File: src/rtl/alu_seq_pkg.sv
// Shared types and constants for the ALU command sequencer.
// State encoding, datapath widths and response flag positions.
package alu_seq_pkg;
    localparam int DATA_W    = 4;
    localparam int SEL_W     = 3;
    localparam int RSP_CARRY = 4;
    localparam int RSP_OVF   = 5;
    localparam int RSP_ZERO  = 6;
    localparam int RSP_SIGN  = 7;

    typedef enum logic [1:0] {
        IDLE    = 2'd0,
        DRIVE   = 2'd1,
        CAPTURE = 2'd2
    } state_t;
endpackage

File: src/rtl/alu_seq_fifo.sv
// Show-ahead response FIFO, 8-bit entries.
// Head is visible on rdata while non-empty, zero otherwise.
module alu_seq_fifo #(
    parameter int DEPTH = 4
) (
    input  logic       clk,
    input  logic       rst,
    input  logic       push,
    input  logic       pop,
    input  logic [7:0] wdata,
    output logic [7:0] rdata,
    output logic       full,
    output logic       empty
);
    localparam int AW = $clog2(DEPTH);

    logic [7:0]    mem [DEPTH];
    logic [AW-1:0] wr_ptr;
    logic [AW-1:0] rd_ptr;
    logic [AW:0]   count;
    logic          do_push;
    logic          do_pop;

    assign full    = (count == (AW+1)'(DEPTH));
    assign empty   = (count == '0);
    assign do_push = push && !full;
    assign do_pop  = pop && !empty;
    assign rdata   = empty ? 8'h00 : mem[rd_ptr];

    // Pointers wrap naturally; count tracks occupancy.
    always_ff @(posedge clk or posedge rst) begin
        if (rst) begin
            wr_ptr <= '0;
            rd_ptr <= '0;
            count  <= '0;
        end else begin
            if (do_push) wr_ptr <= wr_ptr + 1'b1;
            if (do_pop)  rd_ptr <= rd_ptr + 1'b1;
            if (do_push && !do_pop)
                count <= count + 1'b1;
            else if (do_pop && !do_push)
                count <= count - 1'b1;
        end
    end

    // Storage needs no reset; empty masks stale data.
    always_ff @(posedge clk) begin
        if (do_push) mem[wr_ptr] <= wdata;
    end
endmodule

File: src/rtl/alu_seq.sv
// Initiator-side sequencer for the 4-bit ALU.
// Drives registered operands, captures result, queues responses.
module alu_seq
    import alu_seq_pkg::*;
#(
    parameter int SETTLE = 1,
    parameter int DEPTH  = 4
) (
    input  logic              clk,
    input  logic              rst,
    input  logic              cmd_valid,
    output logic              cmd_ready,
    input  logic [DATA_W-1:0] cmd_a,
    input  logic [DATA_W-1:0] cmd_b,
    input  logic [SEL_W-1:0]  cmd_sel,
    input  logic              cmd_chain,
    output logic [DATA_W-1:0] alu_a,
    output logic [DATA_W-1:0] alu_b,
    output logic [SEL_W-1:0]  alu_sel,
    input  logic [DATA_W-1:0] alu_out,
    input  logic              alu_carry,
    input  logic              alu_ovf,
    input  logic              alu_zero,
    input  logic              alu_sign,
    output logic              rsp_valid,
    input  logic              rsp_ready,
    output logic [7:0]        rsp_data,
    output logic              busy,
    output logic [7:0]        op_count
);
    state_t            state;
    logic [3:0]        cnt;
    logic [DATA_W-1:0] acc;
    logic [7:0]        pkt;
    logic              full;
    logic              empty;
    logic              push;

    assign cmd_ready = !rst && (state == IDLE) && !full;
    assign push      = (state == CAPTURE);
    assign busy      = (state != IDLE);
    assign rsp_valid = !empty;

    // Pack result and flags in chip pin order.
    always_comb begin
        pkt              = '0;
        pkt[DATA_W-1:0]  = alu_out;
        pkt[RSP_CARRY]   = alu_carry;
        pkt[RSP_OVF]     = alu_ovf;
        pkt[RSP_ZERO]    = alu_zero;
        pkt[RSP_SIGN]    = alu_sign;
    end

    // Sequencer: accept, hold for settle time, capture.
    always_ff @(posedge clk or posedge rst) begin
        if (rst) begin
            state    <= IDLE;
            cnt      <= '0;
            acc      <= '0;
            alu_a    <= '0;
            alu_b    <= '0;
            alu_sel  <= '0;
            op_count <= '0;
        end else begin
            unique case (state)
                IDLE: begin
                    if (cmd_valid && cmd_ready) begin
                        alu_a   <= cmd_chain ? acc : cmd_a;
                        alu_b   <= cmd_b;
                        alu_sel <= cmd_sel;
                        cnt     <= 4'(SETTLE - 1);
                        state   <= DRIVE;
                    end
                end
                DRIVE: begin
                    if (cnt == '0) state <= CAPTURE;
                    else           cnt   <= cnt - 1'b1;
                end
                CAPTURE: begin
                    acc      <= alu_out;
                    op_count <= op_count + 1'b1;
                    state    <= IDLE;
                end
                default: state <= IDLE;
            endcase
        end
    end

    alu_seq_fifo #(.DEPTH(DEPTH)) u_fifo (
        .clk   (clk),
        .rst   (rst),
        .push  (push),
        .pop   (rsp_ready),
        .wdata (pkt),
        .rdata (rsp_data),
        .full  (full),
        .empty (empty)
    );
endmodule

File: config.mk
export PLATFORM = sky130hd
export DESIGN_NAME = alu_seq
export DESIGN_NICKNAME = d
export VERILOG_FILES = /design/src/rtl/alu_seq_pkg.sv /design/src/rtl/alu_seq_fifo.sv /design/src/rtl/alu_seq.sv
export SDC_FILE = /design/constraint.sdc
export NUM_CORES = 1
export LEC_CHECK = 0
export ABC_AREA = 1
export CAP_MARGIN = 30
export CORE_MARGIN = 2
export CORE_UTILIZATION = 45
export CTS_BUF_LIST = sky130_fd_sc_hd__clkbuf_8
export DETAILED_ROUTE_END_ITERATION = 10
export GPL_ROUTABILITY_DRIVEN = 0
export PLACE_DENSITY = 0.79
export SETUP_SLACK_MARGIN = 0.02
export SLEW_MARGIN = 25
export SYNTH_ARGS = -nofsm -noshare
export SYNTH_HDL_FRONTEND = slang
export SYNTH_HIERARCHICAL = 1
export SYNTH_SLANG_ARGS = --single-unit
File: constraint.sdc
create_clock -name clk -period 2.8 [get_ports clk]
set_clock_uncertainty 0.15 [all_clocks]
set_input_delay 0.42 -clock clk [delete_from_list [all_inputs] [get_ports clk]]
set_output_delay 0.42 -clock clk [all_outputs]
set_load 0.01 [all_outputs]
======== Word-level counts from Yosys, hierarchy flattened ========
Memory sizes are Yosys's and may differ from the RTL's.
Index checks and enable logic that the tools add are counted.
operators by class
  add/sub/neg operators ................... 6
  multipliers ............................. 0
  div/mod/pow operators ................... 0
  $lt $le $gt $ge ......................... 0
  equality and inequality tests ........... 6
  shifts and indexed selects .............. 0
  multiplexer cells ....................... 12
  bitwise logic cells ..................... 0
  reductions and logical operators ........ 21
operators with widths
  cell                                                                   count
  4-bit 2-to-1 mux                                                       3
  8-bit by 1-bit adder with 8-bit output, second input constant          1
  8-bit 2-to-1 mux                                                       1
  4-bit case mux with 2 select lines                                     1
  1-bit logical AND                                                      7
  3-bit 2-to-1 mux                                                       2
  2-bit nonzero test                                                     3
  1-bit logical NOT                                                      5
  2-bit by 1-bit adder with 2-bit output, second input constant          2
  4-bit logical NOT                                                      1
  2-bit 2-to-1 mux                                                       2
  2-bit != test, second input constant                                   2
  2-bit case mux with 2 select lines                                     1
  2-bit AND reduction                                                    2
  4-bit by 1-bit subtractor with 4-bit output, second input constant     1
  3-bit by 1-bit adder with 3-bit output, second input constant          1
  3-bit equality test, second input constant                             1
  3-bit logical NOT                                                      1
  3-bit AND reduction                                                    1
  3-bit by 1-bit subtractor with 3-bit output, second input constant     1
  2-bit by 1-bit equality test with 1-bit output, second input constant  1
  2-bit equality test, second input constant                             1
  2-bit logical NOT                                                      1
  1-bit 2-to-1 mux                                                       2
  2-bit by 1-bit != test with 1-bit output, second input constant        1
storage, ports and cells
  register bits after elaboration ......... 36
  latch bits .............................. 0
  memory bits (writable) .................. 32
  ROM bits ................................ 0
  input bits .............................. 24
  output and inout bits ................... 30
  word-level logic and storage cells ...... 56
  memories ................................ 1
memory list
  name        words  width  read ports  clocked after Yosys merged registers in  wr ports  line                text
  u_fifo.mem  4      8      1           0                                        1         alu_seq_fifo.sv:17  logic [7:0] mem [DEPTH];

======== Logic depth before layout (Yosys ltp) ========
Gate-level depths: netlist of the first run.
  depth in word-level cells ............... 7
  mapped depth ............................ 12
  depth with buffers taken out ............ 12

======== Cells and area by module ========
The synthesis of the first run kept the hierarchy.
modules (own cells, without submodules)
  module        times used  cells each  area each (um^2)  sequential area each (um^2)
  alu_seq_fifo  1           184         1836.8            1136.1
  alu_seq       1           162         1368.8            725.7

======== Least setup slack after synthesis of the first run ========
Ideal clock, no wire load.
  path kind ............................... register -> register
  from .................................... register state[0]
  to ...................................... register u_fifo.count[2]
  library setup time ...................... 117 ps
  arrival time ............................ 1706 ps
  required time ........................... 2533 ps
  slack ................................... 828 ps
  cell stages (with the launch flop) ...... 11
  buffers on the path ..................... 0
  period minus slack after synthesis ...... 1972 ps
  path through ............................ dfrtp_1 > nor2_4 > nand2_1 > inv_1 > ha_1 > inv_1 > fa_1 > nand2_1 > nand3_1 > nand2_1 > nand2_1
between the ends
  word-level cells in the longest chain between the ends .. 5
  elaborated cells on any way between the ends .. 7
  those cells by class .................... eq/ne (1); mux (1); reduce/logical (5)
ends and longest elaborated chain
  item                                 line                text
  from (decl)                          alu_seq.sv:31       state_t state;
  from (signal assigned)               alu_seq.sv:57       state <= IDLE;
  from (signal assigned)               alu_seq.sv:72       state <= DRIVE;
  from (signal assigned)               alu_seq.sv:76       if (cnt == '0) state <= CAPTURE;
  2-bit equality test *                alu_seq.sv:40       assign push = (state == CAPTURE);
  via push                             alu_seq.sv:37       logic push;
  1-bit logical AND *                  alu_seq_fifo.sv:26  assign do_push = push && !full;
  via u_fifo.do_push                   alu_seq_fifo.sv:21  logic do_push;
  1-bit logical NOT                    alu_seq_fifo.sv:41  else if (do_pop && !do_push)
  1-bit logical AND                    alu_seq_fifo.sv:41
  2-bit nonzero test (no source line)  --
  to (signal assigned)                 alu_seq_fifo.sv:40  count <= count + 1'b1;
  to (signal assigned)                 alu_seq_fifo.sv:42  count <= count - 1'b1;
  to (decl)                            alu_seq_fifo.sv:20  logic [AW:0] count;
Mark *: on every way through the listed nets, which the timed path passes. The rest lies on a longest branch.
A chain may end at the register's enable or synchronous reset.

======== Final worst setup path of the first run ========
  from .................................... register u_fifo.count[0]
  to ...................................... output rsp_data[2]
between the ends
  word-level cells in the longest chain between the ends .. 2
ends and longest elaborated chain
  item               line                text
  3-bit logical NOT  alu_seq_fifo.sv:25  assign empty = (count == '0);
  via empty          alu_seq.sv:36       logic empty;
  8-bit 2-to-1 mux   alu_seq_fifo.sv:28  assign rdata = empty ? 8'h00 : mem[rd_ptr];
  to (decl)          alu_seq.sv:27       output logic [7:0] rsp_data,
The timed path passes the listed nets, and every way through them passes these cells.

==> results of run 1 <==
[cell type report]
cell class                 count  area share, %
timing repair buffer          60           14.4
clock inverter                 7           1.49
clock buffer                   9           3.07
inverter                      72           6.82
multi-input combinational    200           25.1
sequential                    68           46.1
tap                           96           2.98
[power groups by stage]
stage / Clock, mW / Combinational (mW) / Sequential (mW)
2_1_floorplan: 0 / 1.00 / 1.52
3_3_place_gp: 0 / 1.62 / 1.51
3_5_place_dp: 0 / 1.69 / 1.52
4_1_cts: 0.771 / 1.70 / 1.51
5_1_grt: 0.812 / 1.89 / 1.54
6_report: 0.753 / 1.68 / 1.51
[registers in the layout (all words and copies together), names as in the netlist]
name,cells
op_count,8
alu_a,4
acc,4
u_fifo/mem,32
u_fifo/wr_ptr,2
u_fifo/rd_ptr,2
alu_sel,3
cnt,4
state,2
u_fifo/count,3
alu_b,4
[cells in the mapped netlist (2+ instances only)]
library cell and count:
nor2_1 8, o21ai_1 2, ha_1 8, nor2_4 2, xor2_1 3, nand2_1 115
nand3_2 2, edfxtp_1 32, nand2_4 2, inv_2 4, nor2_2 2, inv_1 66
nand3_1 29, xnor2_1 4, nand2_2 2, buf_4 3, dfrtp_1 36, nand4_1 4
o21ai_0 6, a21oi_1 7, buf_6 3
[cell families after synthesis]
group	share of synthesized area [%]
simple gates	23.3
buf+inv	10.3
flops	58.1
compound gates	2.62
fa+ha+maj	3.75
xor+xnor	1.91
[routing by layer]
| metal | vias to the layer above | track usage [%] |
|---|---|---|
| met3 | 7 | 6.44 |
| li1 | 1193 | - |
| met1 | 1064 | 20.2 |
| met5 | - | 0 |
| met2 | 59 | 31.3 |
| met4 | 0 | 5.37 |
[worst max path at each step]
| stage | from | end | slack [ns] | cells past startpoint |
|---|---|---|---|---|
| after global routing | u_fifo/count[0] | rsp_data[0] | 0.07 | 5 |
| final | u_fifo/count[0] | rsp_data[2] | 0.21 | 5 |
| after detailed placement | rst | cmd_ready | 0.49 | 5 |
| after CTS | u_fifo/count[0] | rsp_data[2] | 0.20 | 5 |
| after floorplan | state[0] | u_fifo/count[2] | 0.83 | 10 |
| after global placement | rst | cmd_ready | 0.50 | 5 |
[metrics by stage]
stage,setup slack [ns],cell area (sq um)
floorplan,0.828,3210
global placement,0.498,3850
detailed placement,0.487,3850
CTS,0.196,4040
global route,0.0703,4040
finish,0.208,4040
[worst max-delay path: cells and delay by family, from the launching register on]
family / cells / cell delay [ns]
simple gates: 1 / 0.09
buf+inv: 3 / 0.93
flops: 1 / 0.41
compound gates: 1 / 0.26
==> summary.md, run 1 <==
| Metric | Value |
|---|---|
| Status | `complete, no violations` |
| Synthesis-to-finish area growth | `25.9%` |
| Worst min path class | `input pin to async pin` |
| Pin count of the biggest net entering global routing | `30` |
| Share of cells above drive strength 1 | `9.13%` |
| Critical path type | `flop to output port` |
| Final core area utilization | `59.1%` |
| Highest clock rate | `0.386 GHz` |
| Routed Antenna Nets | `0` |
| Die height | `88.4 um` |
| Hold-fix buffers at CTS | `0` |
| Post-CTS setup buffer count | `0` |
| Slew HR | `67.9%` |
| Async S/R FF share, synth | `52.9%` |
| Resized Gates After CTS | `0` |
| Fill cell count | `595` |
| Drt pass-1 iters | `4` |
| Final hold viol count | `0` |
| Commonest cells after routing, fill and taps aside | `nand2_1, inv_1, clkdlybuf4s50_1, dfrtp_1, edfxtp_1` |
| Clk slew on worst S/H paths | `0.07 ns` |
| Bufs on Longest Clock Path | `2` |
| M1 WL | `2640 um` |
| Initial antenna violation count | `0` |
| RSZ-0062 raised after global routing | `false` |
| Worst vdd rail ir drop | `422 uV` |
| CP max stage delay | `0.57 ns` |
| Rows | `30` |
| Met3 WL post-DR | `383 um` |
| Vias per inst | `4.54` |
| DRC viols | `0` |
| YS warnings | `6` |
| Synthesized netlist cell count | `346` |
| IO Count | `54` |
| Non-filler instance count after layout | `512` |
| Post-synth top area cell | `edfxtp_1` |
| Total gr overflow | `0` |
| Leakage | `1.96 nW` |
| Total CTS buffers | `9` |
| R2r endpoint | `u_fifo/count[2]` |
| CP arrival | `2.02 ns` |
| Worst reg-to-reg setup slack | `0.56 ns` |
| Die width | `88.4 um` |
| Pwr Density | `977 nW/um^2` |
| Synth Register Bits | `68` |
| Internal | `2.49 mW` |
| H-tree levels | `3` |
| Slowest cell on the critical path | `clkdlybuf4s50_1` |
| Worst skew pair latency | `0.34 ns` |
| Placed Cells | `496` |
| Unique masters post-synth | `27` |
| Hold WS | `0.215 ns` |
| Switching part of the total | `36.9%` |
| First-pass GRT wire length | `10400 um` |
| DRT Wirelength | `6180 um` |
| CTS tree | `done` |
| Gr usage total | `17.7%` |
| Clock sink count | `68` |
| Multi-input logic area | `1010 sq um` |
| Maxcap violations | `0` |
| Seq/Total Area, Yosys | `58.1%` |
| Setup TNS | `0 ns` |
| # port buffers | `53` |
| Vias | `2323` |
| Setup violations, final | `0` |
| Final #Nets | `444` |
| DP Wirelength | `4420 um` |
| EDFF count, synth | `32` |
| Largest cells by area after synthesis | `edfxtp_1, dfrtp_1, nand2_1, inv_1, nand3_1` |
| Comb pwr share | `42.6%` |
| Commonest non-fill, non-tap cell in the layout | `nand2_1` |
| Cell chain of the critical path | `inv_1 -> nand3_2 -> clkinv_1 -> a21oi_1 -> clkdlybuf4s50_1` |
| Top-area cell type share of the netlist area | `30.0%` |
| Vias in the first global route | `2381` |
| Power share of the sequential group | `38.3%` |
| Mapped Avg Cell Area | `9.26 sq um` |
| Critical path fanouts, max | `9` |
| Fin crit share | `92.6%` |
| Worst Reg-to-Reg Cells | `11` |
| DR iter-0 viols | `96` |
| Drt wl/cell | `12.1 um` |
| Top_reg_cell synth | `dfrtp_1` |
| Met2 Wirelength | `3090 um` |
| Starting Density | `46.9%` |
| Synthesized cell area | `3210 sq um` |
| Fin crit period | `2.59 ns` |
| Core Footprint | `6830 sq um` |
| Clock power frac | `19.1%` |
| Critical path endpoint category | `output port` |
| Startpoint types | `flop` |
| WP data required | `2.23 ns` |
| Slew @ Worst Pin | `0.479 ns` |
| Tot Pwr | `3.95 mW` |
| Diode count | `0` |
| Net count after synthesis | `379` |
| Crit Reg-Reg Startpoint | `state[1]` |
| Register area | `1860 sq um` |
| Die area | `7810 sq um` |
| Max-slew violation count | `0` |
| Clock root buffer | `clkbuf_8` |
| Max layer used | `met4` |
| Net Switching | `1.46 mW` |
Note: power is estimated with default switching activity, not from simulation.
==> run 2, diff against run 1 <==
--- a/config.mk
+++ b/config.mk
@@ -10,9 +10,11 @@
 export CORE_MARGIN = 2
 export CORE_UTILIZATION = 45
 export CTS_BUF_LIST = sky130_fd_sc_hd__clkbuf_8
+export CTS_CLUSTER_DIAMETER = 200
 export DETAILED_ROUTE_END_ITERATION = 10
 export GPL_ROUTABILITY_DRIVEN = 0
-export PLACE_DENSITY = 0.79
+export PLACE_DENSITY = 0.74
+export RECOVER_POWER = 100
 export SETUP_SLACK_MARGIN = 0.02
 export SLEW_MARGIN = 25
 export SYNTH_ARGS = -nofsm -noshare
==> summary.md, run 2 (synthesized netlist as in run 1, its figures left out) <==
| Metric | Value |
|---|---|
| Status | `finished with violations` |
| Failing checks | `max-capacitance violations, max-slew violations` |
| Setup violations, final | `0` |
| Slew @ Worst Pin | `1.55 ns` |
| R2r endpoint | `u_fifo/count[2]` |
| Worst Hold Launch | `alu_a[3]` |
| Largest regs | `u_fifo/mem (32), op_count (8)` |
| Clock sink count | `68` |
| Pwr Density | `981 nW/um^2` |
| CP max stage delay | `0.62 ns` |
| DRC viols | `0` |
| Routed Antenna Nets | `0` |
| Total gr overflow | `0` |
| Clk slew on worst S/H paths | `0.07 ns` |
| WP data required | `2.23 ns` |
| Resized Gates After CTS | `0` |
| Worst Path Buf+Inv | `2` |
| Hold-fix buffers at CTS | `0` |
| Final hold viol count | `0` |
| Worst reg-to-reg setup slack | `0.53 ns` |
| DRT Wirelength | `6320 um` |
| Critical path type | `flop to output port` |
| Startpoint types | `flop` |
| Vias in the first global route | `2371` |
| Rows | `30` |
| Worst vdd rail ir drop | `425 uV` |
| Post-CTS setup buffer count | `0` |
| Total CTS buffers | `9` |
| Leakage | `1.99 nW` |
| Crit Reg-Reg Startpoint | `state[1]` |
| Placed instance area | `3850 sq um` |
| Worst min path class | `flop to flop` |
| Starting Density | `46.9%` |
| H-tree levels | `3` |
| Synthesis-to-finish area growth | `25.6%` |
| Slew HR | `-3.66%` |
| Slowest cell on the critical path | `dlygate4sd3_1` |
| Hold Path Stages | `2` |
| Drt pass-1 iters | `4` |
| Max-slew violation count | `30` |
| DP Wirelength | `4440 um` |
| Critical path fanouts, max | `17` |
| WHS Endpoint | `alu_a[3]` |
| Setup TNS | `0 ns` |
| Bufs on Longest Clock Path | `2` |
| Fin crit period | `2.63 ns` |
| Share of cells above drive strength 1 | `6.73%` |
| Vias | `2347` |
| CP arrival | `2.06 ns` |
| Cell chain of the critical path | `inv_6 -> nand2_1 -> nand3_1 -> a21oi_1 -> dlygate4sd3_1` |
| First-pass GRT wire length | `10500 um` |
| Largest register FFs | `32` |
| Worst Reg-to-Reg Cells | `11` |
| Critical path endpoint category | `output port` |
| Hold WS | `0.328 ns` |
| Final #Nets | `444` |
| Initial antenna violation count | `0` |
| Highest clock rate | `0.381 GHz` |
| Final core area utilization | `58.9%` |
| Final Instance Area | `4030 sq um` |
| DR iter-0 viols | `76` |
| RSZ-0062 raised after global routing | `false` |
| # port buffers | `53` |
| Fill cell count | `602` |
| Pin count of the biggest net entering global routing | `30` |
| Fin crit share | `93.8%` |
| Commonest cells after routing, fill and taps aside | `nand2_1, inv_1, dlygate4sd3_1, dfrtp_1, edfxtp_1` |
| Vias per inst | `4.58` |
| Maxcap violations | `1` |
| Die width | `88.4 um` |
| Drt wl/cell | `12.3 um` |
| Biggest register | `u_fifo/mem` |
| Die height | `88.4 um` |
| Core Footprint | `6830 sq um` |
| Tot Pwr | `3.95 mW` |
| Clock root buffer | `clkbuf_8` |
| Gr usage total | `17.8%` |
| Commonest non-fill, non-tap cell in the layout | `nand2_1` |
| Die area | `7810 sq um` |
| Worst skew pair latency | `0.33 ns` |
| CP delay by family, top | `buffers and inverters` |
| IO Count | `54` |
| CTS tree | `done` |
| Diode count | `0` |
-- run 2: worst max-delay path by stage --
stage | from | endpoint | slack (ns) | cells past startpoint
after global placement | rst | cmd_ready | 0.50 | 5
after CTS | u_fifo/count[0] | rsp_data[3] | 0.21 | 5
final | u_fifo/rd_ptr[0] | rsp_data[1] | 0.17 | 5
after floorplan | state[0] | u_fifo/count[2] | 0.83 | 10
after global routing | u_fifo/rd_ptr[0] | rsp_data[1] | 0.07 | 5
after detailed placement | rst | cmd_ready | 0.46 | 5
-- run 2: metal layers --
layer	track usage (%)	part of all wire, %
met5	0	0
met4	6.61	0.87
met3	5.04	6.4
met2	31.3	50
met1	20.7	43
-- run 2: worst reg2reg max path, stage by stage (launching register included) --
cell and delay, ns:
dfrtp_1 0.42, inv_1 0.12, nor2_4 0.22, nand2_1 0.21, inv_1 0.10, ha_1 0.17, inv_1 0.07, fa_1 0.40
nand2_1 0.12, nand3_1 0.08, nand2_1 0.06, nand2_1 0.05
-- run 2: stage by stage --
stage,worst slack (ns),instances
floorplan,0.828,346
global placement,0.500,496
detailed placement,0.456,496
CTS,0.212,512
global route,0.0706,512
finish,0.174,512
-- run 2: power breakdown --
| group | internal (mW) | switching (mW) | total [mW] |
|---|---|---|---|
| clock | 0.500 | 0.366 | 0.866 |
| sequential | 1.30 | 0.199 | 1.50 |
| combinational | 0.690 | 0.890 | 1.58 |
| total | 2.49 | 1.46 | 3.95 |
-- run 2: area by class of cell --
class / count / area, sq um / share of cell area, %
flip-flops and latches: 68 / 1860 / 46.3
multi-input cells: 200 / 987 / 24.5
repair buffers: 60 / 564 / 14.0
inverters: 72 / 275 / 6.84
clock buffers: 9 / 124 / 3.08
well taps: 96 / 120 / 2.98
clock inverters: 7 / 92.6 / 2.30
==> run 3, diff against run 2 <==
--- a/config.mk
+++ b/config.mk
@@ -6,7 +6,6 @@
 export NUM_CORES = 1
 export LEC_CHECK = 0
 export ABC_AREA = 1
-export CAP_MARGIN = 30
 export CORE_MARGIN = 2
 export CORE_UTILIZATION = 45
 export CTS_BUF_LIST = sky130_fd_sc_hd__clkbuf_8
==> results of run 3 <==
Final layout, timing and power as in run 2 (identical DEF).
